`config.mk`:
```
export PLATFORM = sky130hd
export DESIGN_NAME = apb_master_bridge
export DESIGN_NICKNAME = d
export VERILOG_FILES = /design/src/rtl/apb_pkg.sv /design/src/rtl/apb_timeout_ctr.sv /design/src/rtl/apb_master_bridge.sv
export SDC_FILE = /design/constraint.sdc
export NUM_CORES = 1
export LEC_CHECK = 0
export ABC_AREA = 0
export ABC_CLOCK_PERIOD_IN_PS = 1550
export BUFFER_PORTS_ARGS = -buffer_cell sky130_fd_sc_hd__buf_4
export CAP_MARGIN = 20
export CORE_MARGIN = 2
export CORE_UTILIZATION = 43
export DETAILED_ROUTE_END_ITERATION = 6
export GPL_ROUTABILITY_DRIVEN = 0
export GPL_TIMING_DRIVEN = 0
export PLACE_DENSITY = 0.79
export SLEW_MARGIN = 20
export SYNTH_ARGS = -nofsm -noshare
export SYNTH_HDL_FRONTEND = slang
export SYNTH_SLANG_ARGS = --single-unit
```
`constraint.sdc`:
```
create_clock -name Pclk -period 1.55 [get_ports Pclk]
set_input_delay 0.155 -clock Pclk [delete_from_list [all_inputs] [get_ports Pclk]]
set_output_delay 0.155 -clock Pclk [all_outputs]
set_load 0.1 [all_outputs]
```
`src/rtl/apb_pkg.sv`:
```
// Shared APB definitions: FSM state encoding and default bus widths.
// Used by the master bridge, the APB slave and the top level.
package apb_pkg;

    localparam int APB_ADDR_W = 3;
    localparam int APB_DATA_W = 16;

    localparam logic [1:0] ST_IDLE   = 2'b00;
    localparam logic [1:0] ST_SETUP  = 2'b01;
    localparam logic [1:0] ST_ACCESS = 2'b10;

    typedef enum logic [1:0] {
        IDLE   = ST_IDLE,
        SETUP  = ST_SETUP,
        ACCESS = ST_ACCESS
    } apb_state_e;

endpackage

```
`src/rtl/apb_timeout_ctr.sv`:
```
// Counts consecutive stalled ACCESS cycles and flags the one that reaches the limit.
// Only compiled when APB_TIMEOUT_EN is defined.
`ifdef APB_TIMEOUT_EN
module apb_timeout_ctr #(
    parameter int TIMEOUT_CYC = 15
) (
    input  logic clk,
    input  logic rst_n,
    input  logic count_i,
    output logic hit_o
);

    localparam int CNT_W = $clog2(TIMEOUT_CYC + 1);

    logic [CNT_W-1:0] cnt_q;
    logic [CNT_W-1:0] cnt_d;

    // hit_o marks the TIMEOUT_CYC-th stalled cycle; the abort lands on the next edge.
    assign hit_o = count_i && (cnt_q == CNT_W'(TIMEOUT_CYC - 1));

    // Anything other than a stall (SETUP, completion, abort) restarts the count.
    always_comb begin
        cnt_d = '0;
        if (count_i && !hit_o) begin
            cnt_d = cnt_q + 1'b1;
        end
    end

    always_ff @(posedge clk or negedge rst_n) begin
        if (!rst_n) begin
            cnt_q <= '0;
        end else begin
            cnt_q <= cnt_d;
        end
    end

endmodule
`endif

```
`src/rtl/apb_master_bridge.sv`:
```
// Valid/ready request stream to APB3 master, one response pulse per accepted request.
// Optional stall abort is enabled with the APB_TIMEOUT_EN macro.
module apb_master_bridge
    import apb_pkg::*;
#(
    parameter int ADDR_W      = APB_ADDR_W,
    parameter int DATA_W      = APB_DATA_W,
    parameter int TIMEOUT_CYC = 15
) (
    input  logic              Pclk,
    input  logic              Prst,
    input  logic              req_valid,
    output logic              req_ready,
    input  logic              req_write,
    input  logic [ADDR_W-1:0] req_addr,
    input  logic [DATA_W-1:0] req_wdata,
    output logic              rsp_valid,
    output logic [DATA_W-1:0] rsp_rdata,
    output logic              rsp_err,
    output logic              PSEL,
    output logic              PENABLE,
    output logic [ADDR_W-1:0] PADDR,
    output logic              PWRITE,
    output logic [DATA_W-1:0] PWDATA,
    input  logic [DATA_W-1:0] PRDATA,
    input  logic              PREADY,
    input  logic              PSLVERR
);

    apb_state_e        state_q;
    logic              psel_q;
    logic              penable_q;
    logic [ADDR_W-1:0] paddr_q;
    logic              pwrite_q;
    logic [DATA_W-1:0] pwdata_q;
    logic              rsp_valid_q;
    logic [DATA_W-1:0] rsp_rdata_q;
    logic              rsp_err_q;
    logic              timeout_hit;
    logic              xfer_done;

`ifdef APB_TIMEOUT_EN
    apb_timeout_ctr #(
        .TIMEOUT_CYC (TIMEOUT_CYC)
    ) u_timeout_ctr (
        .clk     (Pclk),
        .rst_n   (Prst),
        .count_i ((state_q == ACCESS) && !PREADY),
        .hit_o   (timeout_hit)
    );
`else
    logic unused_timeout_cfg;
    assign unused_timeout_cfg = ^TIMEOUT_CYC;
    assign timeout_hit        = 1'b0;
`endif

    assign xfer_done = (state_q == ACCESS) && PREADY;

    // Gated by Prst so no request is taken while reset is held.
    assign req_ready = Prst && ((state_q == IDLE) || xfer_done);

    // NOTE: every register here uses <= so all of them update from the same pre-edge values.
    always_ff @(posedge Pclk or negedge Prst) begin
        if (!Prst) begin
            state_q     <= IDLE;
            psel_q      <= 1'b0;
            penable_q   <= 1'b0;
            paddr_q     <= '0;
            pwrite_q    <= 1'b0;
            pwdata_q    <= '0;
            rsp_valid_q <= 1'b0;
            rsp_rdata_q <= '0;
            rsp_err_q   <= 1'b0;
        end else begin
            rsp_valid_q <= 1'b0;
            rsp_rdata_q <= '0;
            rsp_err_q   <= 1'b0;
            unique case (state_q)
                IDLE: begin
                    if (req_valid) begin
                        paddr_q   <= req_addr;
                        pwrite_q  <= req_write;
                        pwdata_q  <= req_wdata;
                        psel_q    <= 1'b1;
                        penable_q <= 1'b0;
                        state_q   <= SETUP;
                    end
                end
                SETUP: begin
                    penable_q <= 1'b1;
                    state_q   <= ACCESS;
                end
                ACCESS: begin
                    if (PREADY) begin
                        rsp_valid_q <= 1'b1;
                        rsp_rdata_q <= pwrite_q ? '0 : PRDATA;
                        rsp_err_q   <= PSLVERR;
                        penable_q   <= 1'b0;
                        // A request waiting in the completing cycle skips IDLE; PSEL stays high.
                        if (req_valid) begin
                            paddr_q  <= req_addr;
                            pwrite_q <= req_write;
                            pwdata_q <= req_wdata;
                            state_q  <= SETUP;
                        end else begin
                            psel_q  <= 1'b0;
                            state_q <= IDLE;
                        end
                    end else if (timeout_hit) begin
                        rsp_valid_q <= 1'b1;
                        rsp_err_q   <= 1'b1;
                        psel_q      <= 1'b0;
                        penable_q   <= 1'b0;
                        state_q     <= IDLE;
                    end
                end
                default: begin
                    psel_q    <= 1'b0;
                    penable_q <= 1'b0;
                    state_q   <= IDLE;
                end
            endcase
        end
    end

    assign PSEL      = psel_q;
    assign PENABLE   = penable_q;
    assign PADDR     = paddr_q;
    assign PWRITE    = pwrite_q;
    assign PWDATA    = pwdata_q;
    assign rsp_valid = rsp_valid_q;
    assign rsp_rdata = rsp_rdata_q;
    assign rsp_err   = rsp_err_q;

endmodule
```
======== Yosys cells after proc, flatten, opt, wreduce, memory -nomap -nowiden ========
Index checks and enable logic that the tools add are counted.
operators by class
  $add $sub $neg .......................... 0
  multiply operators ...................... 0
  div/mod/pow operators ................... 0
  order comparisons ....................... 0
  equal/unequal tests ..................... 5
  shift operators ......................... 0
  multiplexer cells ....................... 27
  bitwise logic cells ..................... 1
  reduce and logical (&&, ||, !) cells .... 8
operators by type and width
  operator              count
  $mux W16              5
  $pmux W16 S2          1
  $mux W1               12
  $mux W3               2
  $ne A2 B2 Y1 const B  3
  $pmux W1 S3           2
  $pmux W2 S3           1
  $pmux W3 S2           1
  $mux W2               2
  $reduce_and A2 Y1     2
  $reduce_and A4 Y1     1
  $eq A2 B1 Y1 const B  1
  $eq A2 B2 Y1 const B  1
  $logic_and A1 B1 Y1   2
  $logic_not A2 Y1      1
  $pmux W1 S2           1
  $reduce_bool A2 Y1    1
  $logic_or A1 B1 Y1    1
  $not A1 Y1            1
word-level totals
  flip-flop bits (word level) ............. 42
  latch bits .............................. 0
  RAM bits ................................ 0
  bits in read-only memories .............. 0
  logic and storage cells ................. 50
  memories ................................ 0

======== Longest topological paths before layout ========
  word-level depth ........................ 4
  mapped depth ............................ 4

======== Worst setup path before layout ========
OpenSTA, ideal clock, no wires.
  kind .................................... reg2out
  start point ............................. register PENABLE (netlist name)
  end point ............................... output req_ready
  arrival ................................. 3.247 ns
  required time ........................... 1.395 ns
  slack ................................... -1.852 ns
  stages on the path, launching flop included .. 3
  buffers on the path ..................... 0
  cell sequence ........................... dfrtp_1 nor2b_4 nor3b_1
RTL lines
  element    RTL line                 RTL
  to (decl)  apb_master_bridge.sv:13  output logic req_ready,

==> results.md <==
- CP arrival: 1.77 ns
- Net Count, Synth: 134
- PD cells: 1700 mW/mm^2
- Pleak: 1.27 nW
- Seq cells post-synth: 41
- Port Buffers: 81
- Vias in the first global route: 1147
- Post-DRT Antenna Nets: 0
- TritonRoute pass-1 iters: 4
- Starting Density: 44.8%
- DR iter-0 viols: 36
- Drt via density: 4.52
- Largest net degree at the start of global routing: 43
- H-Tree Level Count: 2
- Unrepaired setup endpoints after global routing: true
- Number of diodes: 0
- Max Freq: 0.651 GHz
- Synth Instances: 93
- Die width: 63.0 microns
- P&R area growth vs syn: 64.5%
- Area of the multi-input gates: 508 sq um
- Via count: 1084
- Worst Tran Pin Value: 0.512 ns
- TritonCTS Buffers: 5
- I/O pins: 82
- WHS: -0.234 ns
- Distinct cells, synth: 14
- Place WS: -0.0135 ns
- FF/Latch Area: 0.00103 sq mm
- Row Count: 21
- Initial antenna violation count: 0
- Clock Skew: 0.0113 ns
- Status: complete, but fails checks
- Slew Viols, Final: 0
- Min-delay worst type: primary input to async pin
- Post-route cell area: 0.00246 sq mm
- Worst-Skew Late Latency: 0.35 ns
- Slew headroom: 65.9%
- Core Area: 0.00334 sq mm
- Sequential element share of the synthesized area: 68.6%
- Clock-pin slew of the registers on the worst-case setup and hold paths: 0.12 ns
- Period utilization: 99.1%
- Drt wl/cell: 14.3 microns
- Failing checks: negative hold slack
- Tmin final: 1.54 ns
- Tot GR Track Use: 18.4%
- Die ar.: 0.00397 sq mm
- Global-route wire length before repair: 5440 microns
- Class of the most critical setup path: register to register
- Vert. Die Dim: 63.0 microns
- Critical Path Start Type: register
- CP max FO: 10
- CTS max path bufs: 2
- PnR worst setup slack: 0.0141 ns
- Dpl cell area: 0.00225 sq mm
- Max-cap violations: 0
- Post-DP HPWL: 2310 microns
- Drc violations: 0
- Nets: 234
- # setup viols final: 0
- Routed WL: 3440 microns
- CTS Root Cell: clkbuf_4
- Syn Std Cell Area: 0.00150 sq mm
- Req. time, crit path: 1.78 ns
- Total grt overflow: 0
- Crit path capture type: register
- CTS tree: yes
- Max VDD drop: 0.697 mV
- Clock sinks: 41
- Setup slack, reg-to-reg: 0.01 ns
- Syn_area_per_cell: 16.1 sq um
- Fillers: 231
- Post-layout util: 73.8%
- Hold Vio Cnt, Final: 41
- Layout cells sized above 1: 61.3%
- Synthesis warning total: 0
cell usage after synthesis:
| master | count | area, sq um |
|---|---|---|
| o21ai_0 | 2 | 10.0 |
| nor3b_4 | 1 | 18.8 |
| nor2b_4 | 1 | 13.8 |
| nor3b_1 | 1 | 7.51 |
| and2_1 | 17 | 106 |
| and3_2 | 1 | 7.51 |
| dfrtp_1 | 41 | 1030 |
| inv_1 | 2 | 7.51 |
| nor4b_4 | 1 | 23.8 |
| a21oi_1 | 1 | 5.00 |
| nand2_1 | 1 | 3.75 |
| buf_6 | 3 | 33.8 |
| mux2_2 | 20 | 225 |
| o211ai_1 | 1 | 7.51 |
final timing paths:
| path | endpoint | cells past startpoint | start |
|---|---|---|---|
| setup / recovery | PWRITE$_DFFE_PN0P_ | 4 | PENABLE$_DFFE_PN0P_ |
| hold / removal | PADDR[1]$_DFFE_PN0P_ | 1 | Prst |
| setup reg to reg | PWRITE$_DFFE_PN0P_ | 4 | PENABLE$_DFFE_PN0P_ |
| hold reg to reg | PWDATA[9]$_DFFE_PN0P_ | 1 | PWDATA[9]$_DFFE_PN0P_ |
| max in group asynchronous | PENABLE$_DFFE_PN0P_ | 1 | Prst |
| min in group Pclk | rsp_rdata[0]$_DFF_PN0_ | 2 | PRDATA[0] |
through the flow:
stage / TNS (ns) / power [mW] / cells
final: 0 / 4.19 / 240
after global routing: -0.0602 / 4.33 / 240
after CTS: -0.00355 / 4.21 / 238
after detailed placement: -0.0135 / 3.46 / 220
after global placement: 0 / 3.43 / 220
after floorplan: -2.22 / 2.99 / 93
cells by family after synthesis:
family / count (synthesis) / synth area share (%)
flops: 41 / 68.6
simple gates: 23 / 12.1
mux: 20 / 15.1
buf+inv: 5 / 2.76
compound gates: 4 / 1.50
final cells by class:
class                           count  area share, %
Tap cell                           46           2.34
Timing Repair Buffer               93           30.0
Inverter                            2          0.305
Clock inverter                      1           1.22
Buffer                              3           1.37
Clock buffer                        7           2.24
Multi-Input combinational cell     47           20.6
Sequential cell                    41           41.9
flip-flops by register name, indices dropped and copies added, names as in the netlist:
signal	flops
rsp_valid	1
PSEL	1
rsp_rdata	16
rsp_err	1
PADDR	3
PENABLE	1
PWDATA	16
PWRITE	1
state_q	1
metal layers:
metal  vias up  part of all wire, %  routed length, microns  track usage [%]
met5         -                    0                       0                0
met1       509                   41                    1420             21.1
met2        65                   47                    1630             30.3
met3         5                   10                     352             7.57
li1        505                    -                       -                -
met4         0                  1.2                      42             7.50
worst max-delay path, cell delays in order, from the launching register on:
cell     delay [ns]
dfrtp_4        0.48
nor2b_4        0.15
nor3b_4        0.24
buf_6          0.21
mux2_2         0.34
where the power goes:
group / internal [mW] / switching (mW) / total [mW]
clock: 0.385 / 0.332 / 0.718
combinational: 0.567 / 1.55 / 2.12
sequential: 1.25 / 0.112 / 1.36
total: 2.20 / 1.99 / 4.19
cell usage in the layout (no fill, tap or decap):
master / Yosys / routed
nand2_1: 1 / 1
bufinv_16: 0 / 1
and3_2: 1 / 1
buf_4: 0 / 81
mux2_2: 20 / 2
clkbuf_1: 0 / 1
nor3b_4: 1 / 2
nor2b_4: 1 / 1
dfrtp_1: 41 / 39
and2_1: 17 / 17
dfrtp_4: 0 / 1
mux2_4: 0 / 18
nor4b_4: 1 / 1
o211ai_1: 1 / 1
buf_12: 0 / 1
inv_1: 2 / 2
clkbuf_8: 0 / 1
buf_6: 3 / 3
dfrtp_2: 0 / 1
dlygate4sd3_1: 0 / 11
a21oi_1: 1 / 1
clkbuf_4: 0 / 5
o21ai_0: 2 / 2
what timing repair did:
item,4_1_cts,5_1_grt
cloned,0,0
hold buffers,9,2
pin swaps,1,0
endpoints found under the hold margin,50,43
setup buffers,1,0
resized for setup,3,0
setup endpoints to repair,2,2
(Power assumes the default switching activity.)
